--- config.mk ---
export PLATFORM = sky130hd
export DESIGN_NAME = boa_mem_arbiter
export DESIGN_NICKNAME = d
export VERILOG_FILES = /design/src/rtl/boa_arb_pkg.sv /design/src/rtl/boa_mem_arbiter.sv
export SDC_FILE = /design/constraint.sdc
export NUM_CORES = 1
export LEC_CHECK = 0
export CAP_MARGIN = 15
export CORE_AREA = 3 3 103 105
export CTS_CLUSTER_DIAMETER = 30
export DETAILED_ROUTE_END_ITERATION = 10
export DIE_AREA = 0 0 106 108
export PLACE_DENSITY = 0.61
export SLEW_MARGIN = 25
export SYNTH_ARGS = -nofsm -noshare
export SYNTH_HDL_FRONTEND = slang
export SYNTH_SLANG_ARGS = --single-unit
--- constraint.sdc ---
create_clock -name clk -period 6.48 [get_ports clk]
set_clock_uncertainty 0.1 [all_clocks]
set_input_delay 1.62 -clock clk [delete_from_list [all_inputs] [get_ports clk]]
set_output_delay 1.62 -clock clk [all_outputs]
set_load 0.005 [all_outputs]
--- src/rtl/boa_arb_pkg.sv ---
// Shared types and owner encodings for the program/data memory arbiter.
package boa_arb_pkg;

    typedef enum logic [1:0] {
        ARB_IDLE,
        ARB_HOLD_P,
        ARB_HOLD_D
    } boa_arb_state_t;

    localparam logic [1:0] ARB_OWN_NONE = 2'b00;
    localparam logic [1:0] ARB_OWN_P    = 2'b01;
    localparam logic [1:0] ARB_OWN_D    = 2'b10;

endpackage

--- src/rtl/boa_mem_arbiter.sv ---
// Shares one memory port between the instruction-fetch and data buses.
// Data has priority, bounded by a starvation counter; a started transfer stays locked until m_ready.
module boa_mem_arbiter
    import boa_arb_pkg::*;
#(
    parameter int unsigned STARVE_MAX = 4
) (
    input  logic        clk,
    input  logic        rst_n,
    input  logic        p_re,
    input  logic [31:2] p_addr,
    output logic [31:0] p_rdata,
    output logic        p_ready,
    input  logic        d_re,
    input  logic [3:0]  d_we,
    input  logic [31:2] d_addr,
    input  logic [31:0] d_wdata,
    output logic [31:0] d_rdata,
    output logic        d_ready,
    output logic        m_re,
    output logic [3:0]  m_we,
    output logic [31:2] m_addr,
    output logic [31:0] m_wdata,
    input  logic [31:0] m_rdata,
    input  logic        m_ready,
    output logic [1:0]  q_owner
);

    localparam logic [3:0] STARVE_LIM = 4'(STARVE_MAX);

    boa_arb_state_t state_reg, state_next;
    logic [3:0]     starve_reg, starve_next;
    logic [1:0]     winner;
    logic           p_req, d_req;

    assign p_req = p_re;
    assign d_req = d_re | (|d_we);

    // Reset gates the winner combinationally so the memory side is quiet
    // the instant rst_n falls, even with requests still asserted.
    always_comb begin
        winner = ARB_OWN_NONE;
        if (rst_n) begin
            case (state_reg)
                ARB_IDLE: begin
                    if (d_req && (starve_reg < STARVE_LIM)) winner = ARB_OWN_D;
                    else if (p_req)                         winner = ARB_OWN_P;
                    else if (d_req)                         winner = ARB_OWN_D;
                end
                ARB_HOLD_P: winner = ARB_OWN_P;
                ARB_HOLD_D: winner = ARB_OWN_D;
                default:    winner = ARB_OWN_NONE;
            endcase
        end
    end

    always_comb begin
        m_re    = 1'b0;
        m_we    = 4'h0;
        m_addr  = '0;
        m_wdata = 32'h0;
        if (winner == ARB_OWN_D) begin
            m_re    = d_re;
            m_we    = d_we;
            m_addr  = d_addr;
            m_wdata = d_wdata;
        end else if (winner == ARB_OWN_P) begin
            m_re    = p_re;
            m_addr  = p_addr;
        end
    end

    assign p_ready = m_ready & (winner == ARB_OWN_P);
    assign d_ready = m_ready & (winner == ARB_OWN_D);
    assign p_rdata = m_rdata;
    assign d_rdata = m_rdata;
    assign q_owner = winner;

    always_comb begin
        state_next = state_reg;
        case (state_reg)
            ARB_IDLE: begin
                // A zero-wait completion in the grant cycle takes no lock.
                if (!m_ready) begin
                    if (winner == ARB_OWN_D)      state_next = ARB_HOLD_D;
                    else if (winner == ARB_OWN_P) state_next = ARB_HOLD_P;
                end
            end
            ARB_HOLD_P, ARB_HOLD_D: begin
                if (m_ready) state_next = ARB_IDLE;
            end
            default: state_next = ARB_IDLE;
        endcase
    end

    always_comb begin
        starve_next = starve_reg;
        if (!p_req || p_ready) begin
            starve_next = 4'd0;
        end else if (d_ready && (starve_reg != 4'hF)) begin
            starve_next = starve_reg + 4'd1;
        end
    end

    always_ff @(posedge clk or negedge rst_n) begin
        if (!rst_n) begin
            state_reg  <= ARB_IDLE;
            starve_reg <= 4'd0;
        end else begin
            state_reg  <= state_next;
            starve_reg <= starve_next;
        end
    end

endmodule

# Yosys cells after proc, flatten, opt, wreduce, memory -nomap -nowiden
# Cells that the tools add are included.
# Widths: inputs -> output; s select.
# op_classes
eq_ne	8
bitwise	3
n_mux	18
n_reduce_logical	9
add_sub_neg	1
order_cmp	1
# op_table
op	n
$mux 30	2
$mux 32	1
$mux 2	8
$mux 4	3
$pmux 2 s3	1
$add 4x1->4 const B	1
$eq 2x1->1 const B	2
$eq 2x2->1 const B	2
$lt 4x3->1 const B	1
$ne 2x2->1 const B	2
$ne 4x4->1 const B	1
$pmux 2 s2	1
$reduce_or 4->1	1
$ne 3x3->1 const B	1
$reduce_and 3->1	1
$and 1x1->1	2
$logic_and 1x1->1	2
$logic_not 2->1	1
$mux 1	2
$reduce_bool 2->1	1
$reduce_or 2->1	1
$logic_not 1->1	1
$logic_or 1x1->1	1
$or 1x1->1	1
# word_totals
out_inout_bits	135
register_bits	6

# Depth between registers and ports, before layout
# depth
ltp_word	12
ltp_mapped	11

# Least setup slack after synthesis
# Ideal clock, no wire load.
# synth_path
kind	input-to-output
start	input d_we[1]
end	output m_addr[11] (netlist bit)
t_arrival_ns	2.936
t_required_ns	4.760
path_stages	9
setup_slack_ns	1.824
path_cell_list	nor3_1 -> nand2_1 -> a32o_1 -> ha_1 -> buf_6 -> buf_2 -> buf_2 -> nand2_1 -> o21ai_0
# synth_between
elab_chain_len	10
elab_cells_between_ends	12
cone_classes	eq/ne (2); mux (7); bitwise (1); reduce/logical (2)
# synth_lines
item	line_no	source
start: declaration	boa_mem_arbiter.sv:15	input logic [3:0] d_we,
$reduce_or 4->1 *	boa_mem_arbiter.sv:37	assign d_req = d_re | (|d_we);
$or 1x1->1 *	boa_mem_arbiter.sv:37	
$mux 2	boa_mem_arbiter.sv:48	else if (d_req) winner = ARB_OWN_D;
$mux 2	boa_mem_arbiter.sv:47	else if (p_req) winner = ARB_OWN_P;
$mux 2 *	boa_mem_arbiter.sv:46	if (d_req && (starve_reg < STARVE_LIM)) winner = ARB_OWN_D;
$pmux 2 s3 *	boa_mem_arbiter.sv:44	case (state_reg)
$mux 2 *	boa_mem_arbiter.sv:43	if (rst_n) begin
net q_owner[1]	boa_mem_arbiter.sv:26	output logic [1:0] q_owner
$eq 2x1->1	boa_mem_arbiter.sv:67	end else if (winner == ARB_OWN_P) begin
$mux 30	boa_mem_arbiter.sv:67	
$mux 30 *	boa_mem_arbiter.sv:62	if (winner == ARB_OWN_D) begin
end: declaration	boa_mem_arbiter.sv:22	output logic [31:2] m_addr,
# The timed path passes the listed nets; every way through them passes the cells marked *.

# Worst setup path in the final report
# layout_path
start	input rst_n
end	output d_ready
# layout_between
elab_chain_len	3
# layout_lines
item	line_no	source
start: declaration	boa_mem_arbiter.sv:9	input logic rst_n,
$mux 2	boa_mem_arbiter.sv:43	
$eq 2x2->1	boa_mem_arbiter.sv:74	assign d_ready = m_ready & (winner == ARB_OWN_D);
$and 1x1->1	boa_mem_arbiter.sv:74	
end: declaration	boa_mem_arbiter.sv:19	output logic d_ready,
# No other way between the ends.

==> impl_metrics.env <==
export IMPL_nNetsFinal=499
export IMPL_worst_slew_pin_transition_ns=0.597
export IMPL_path_buf_inv=4
export IMPL_core_area_um2=9730
export IMPL_synth_cells=261
export IMPL_ir_drop_mv=0.107
export IMPL_synth_top_area_share_pct=29.4
export IMPL_place_area_um2=3010
export IMPL_crit_path_frequent_cell="clkdlybuf4s50_1"
export IMPL_grt_use_total_pct=11.0
export IMPL_avgRoutedWirePerCell_um=14.2
export IMPL_rsz0062_at_grt="no"
export IMPL_grt_pass1_wl_um=10100
export IMPL_startpoint_type="primary input"
export IMPL_cts_buffers_inserted=3
export IMPL_drt_wl_total_um=6980
export IMPL_hp_class="reg -> reg"
export IMPL_die_area_um2=11400
export IMPL_avgViaCountPerCell=3.97
export IMPL_synth_area_top_cells="buf_4, nand2_1, and2_1"
export IMPL_yosysTopAreaCell="buf_4"
export IMPL_p_leak_nw=1.09
export IMPL_start_util_pct=16.8
export IMPL_grt_pass1_vias=1863
export IMPL_ys_warn_count=0
export IMPL_path_class="in -> out"
export IMPL_holdBufCountCts=0
export IMPL_outcome="finished clean"
export IMPL_io_pins=268
export IMPL_postRouteAntennaNets=0
export IMPL_cp_cell_sequence="clkdlybuf4s50_1 -> and3_1 -> a32o_1 -> ha_2 -> buf_12 -> nand2_2 -> inv_1 -> clkdlybuf4s50_1"
export IMPL_dp_hpwl_um=5900
export IMPL_ys_async_sr_fraction_pct=100
export IMPL_cts_resized_gates=0
export IMPL_crit_cells=8
export IMPL_synth_seq_cells=6
export IMPL_synth_area_per_cell_um2=6.26
export IMPL_cts_root_buf="clkbuf_8"
export IMPL_cp_data_required_time_ns=4.76
export IMPL_cts_tree="built"
export IMPL_register_area_um2=150
export IMPL_drtIter0Drc=93
export IMPL_synth_edff_count=0
export IMPL_syn_area_um2=1630
export IMPL_cts_buffer_depth=2
export IMPL_critPathMaxFanout=64
export IMPL_worstSkewPairLatency_ns=0.22
export IMPL_antenna_found_initial=0
export IMPL_vias=1958
export IMPL_post_cts_setup_buffer_count=0
export IMPL_path_clk_slew_ns=0.04
export IMPL_layout_min_cycle_time_ns=5.93
export IMPL_final_period_utilization_pct=91.4
export IMPL_syn_to_final_growth_pct=87.0
export IMPL_rows=36
export IMPL_fin_area_um2=3050
export IMPL_hold_depth=2
export IMPL_yosys_top_cells_count="nand2_1, buf_4, and2_1"
export IMPL_max_freq_mhz=169
export IMPL_worstSetupEndpointType="output port"
export IMPL_setup_violations_final=0
export IMPL_worst_r2r_path_depth=9
export IMPL_syn_nets=398
export IMPL_port_buffers=171
export IMPL_diodes=0
export IMPL_powerDensity_nw_per_um2=190
export IMPL_slowest_stage="ha_2"
export IMPL_multiInputGateArea_um2=926
export IMPL_fp_dieH_um=108
export IMPL_hold_viol=0
export IMPL_crit_arrival_ns=4.20
export IMPL_largest_reg_flops=4
export IMPL_grt_max_degree=65
export IMPL_drv_slew=0
export IMPL_slew_headroom_pct=60.2
export IMPL_gp_congestion=0.791
export IMPL_yosysSeqAreaShare_pct=9.20
export IMPL_synth_cell_types=33
export IMPL_drc_errors=0
export IMPL_yosysMostFrequentCell="nand2_1"
export IMPL_drt_first_pass_iters=4
export IMPL_h_tree_depth=1
export IMPL_fillers=1049
export IMPL_crit_path_max_incr_delay_ns=0.57
export IMPL_path_delay_family="buffers and inverters"
export IMPL_grt_overflow=0
export IMPL_cts_num_sinks=6
export IMPL_synth_ff_type="dfrtp_1"
export IMPL_die_w_um=106
export IMPL_max_cap_viol_count=0
export IMPL_setup_tns_ns=0
export IMPL_drive_above_1_share_pct=3.61
-- placed cells by master (no fill, tap or decap) --
cell / n
a211oi_1: 1
a21bo_2: 1
a21oi_1: 4
a31o_2: 1
a31oi_1: 1
a32o_1: 1
a32oi_1: 1
a41oi_1: 1
and2_1: 36
and2_2: 1
and3_1: 1
and3_4: 1
buf_12: 2
buf_4: 1
clkbuf_8: 3
clkdlybuf4s50_1: 171
dfrtp_1: 6
ha_1: 3
ha_2: 1
inv_1: 3
nand2_1: 66
nand2_2: 1
nand2b_1: 2
nand3_1: 1
nand3b_1: 1
nor2_1: 3
nor3_1: 4
nor3b_1: 1
nor4b_1: 1
nor4bb_1: 1
o21a_1: 2
o21ai_0: 35
o21ba_2: 1
or3_1: 1
-- report_power, final --
group | total, mW | switching (mW) | internal (mW)
Clock | 0.0558 | 0.0160 | 0.0399
Sequential | 0.0499 | 0.00665 | 0.0432
Combinational | 0.475 | 0.186 | 0.289
-- metrics by stage --
stage	std cells	util [%]	total power, mW	setup slack, ns	hold WS, ns
2_1_floorplan	261	-	0.272	1.82	0.381
3_5_place_dp	490	31.0	0.533	0.554	0.419
6_report	493	31.4	0.581	0.555	0.421
3_3_place_gp	490	31.0	0.528	0.611	0.410
5_1_grt	493	31.4	0.633	0.353	0.493
4_1_cts	493	31.4	0.594	0.539	0.427
-- cell families (layout without fill, tap and decap cells) --
group | after synthesis | after routing | share of synthesized area, %
AOI/OAI and AO/OA | 49 | 49 | 17.2
adders and majority gates | 4 | 4 | 3.07
and+or+nand+nor | 121 | 121 | 36.3
buffers and inverters | 81 | 180 | 34.3
DFF | 6 | 6 | 9.20
-- metal layers --
metal	vias up	global-route usage, %	part of all wire (%)
met5	-	0	0
met4	0	2.22	1.1
met2	139	20.6	50
met3	11	5.43	14
li1	979	-	-
met1	829	11.1	35
-- path summary, 6_finish.rpt --
| check | start | endpoint | slack, ns |
|---|---|---|---|
| setup / recovery | rst_n | d_ready | 0.56 |
| hold / removal | state_reg[1]$_DFFE_PN0P_ | state_reg[1]$_DFFE_PN0P_ | 0.42 |
| setup reg to reg | state_reg[1]$_DFFE_PN0P_ | starve_reg[0]$_DFFE_PN0P_ | 3.58 |
| hold reg to reg | state_reg[1]$_DFFE_PN0P_ | state_reg[1]$_DFFE_PN0P_ | 0.42 |
| max in group asynchronous | rst_n | starve_reg[0]$_DFFE_PN0P_ | 4.51 |
| min in group asynchronous | rst_n | starve_reg[3]$_DFFE_PN0P_ | 1.65 |
-- layout make-up --
| class | instances | area share (%) |
|---|---|---|
| Tap cell | 133 | 5.45 |
| Timing Repair Buffer | 174 | 57.6 |
| Multi-Input combinational cell | 174 | 30.3 |
| Sequential cell | 6 | 4.92 |
| Clock buffer | 3 | 1.35 |
| Inverter | 3 | 0.369 |
-- worst min-delay path, delay by kind of cell (launching register included) --
family	cells	cell delay [ns]
AOI/OAI and AO/OA	1	0.06
and+or+nand+nor	1	0.05
DFF	1	0.37
No activity file was read; power rests on OpenSTA's default activity.
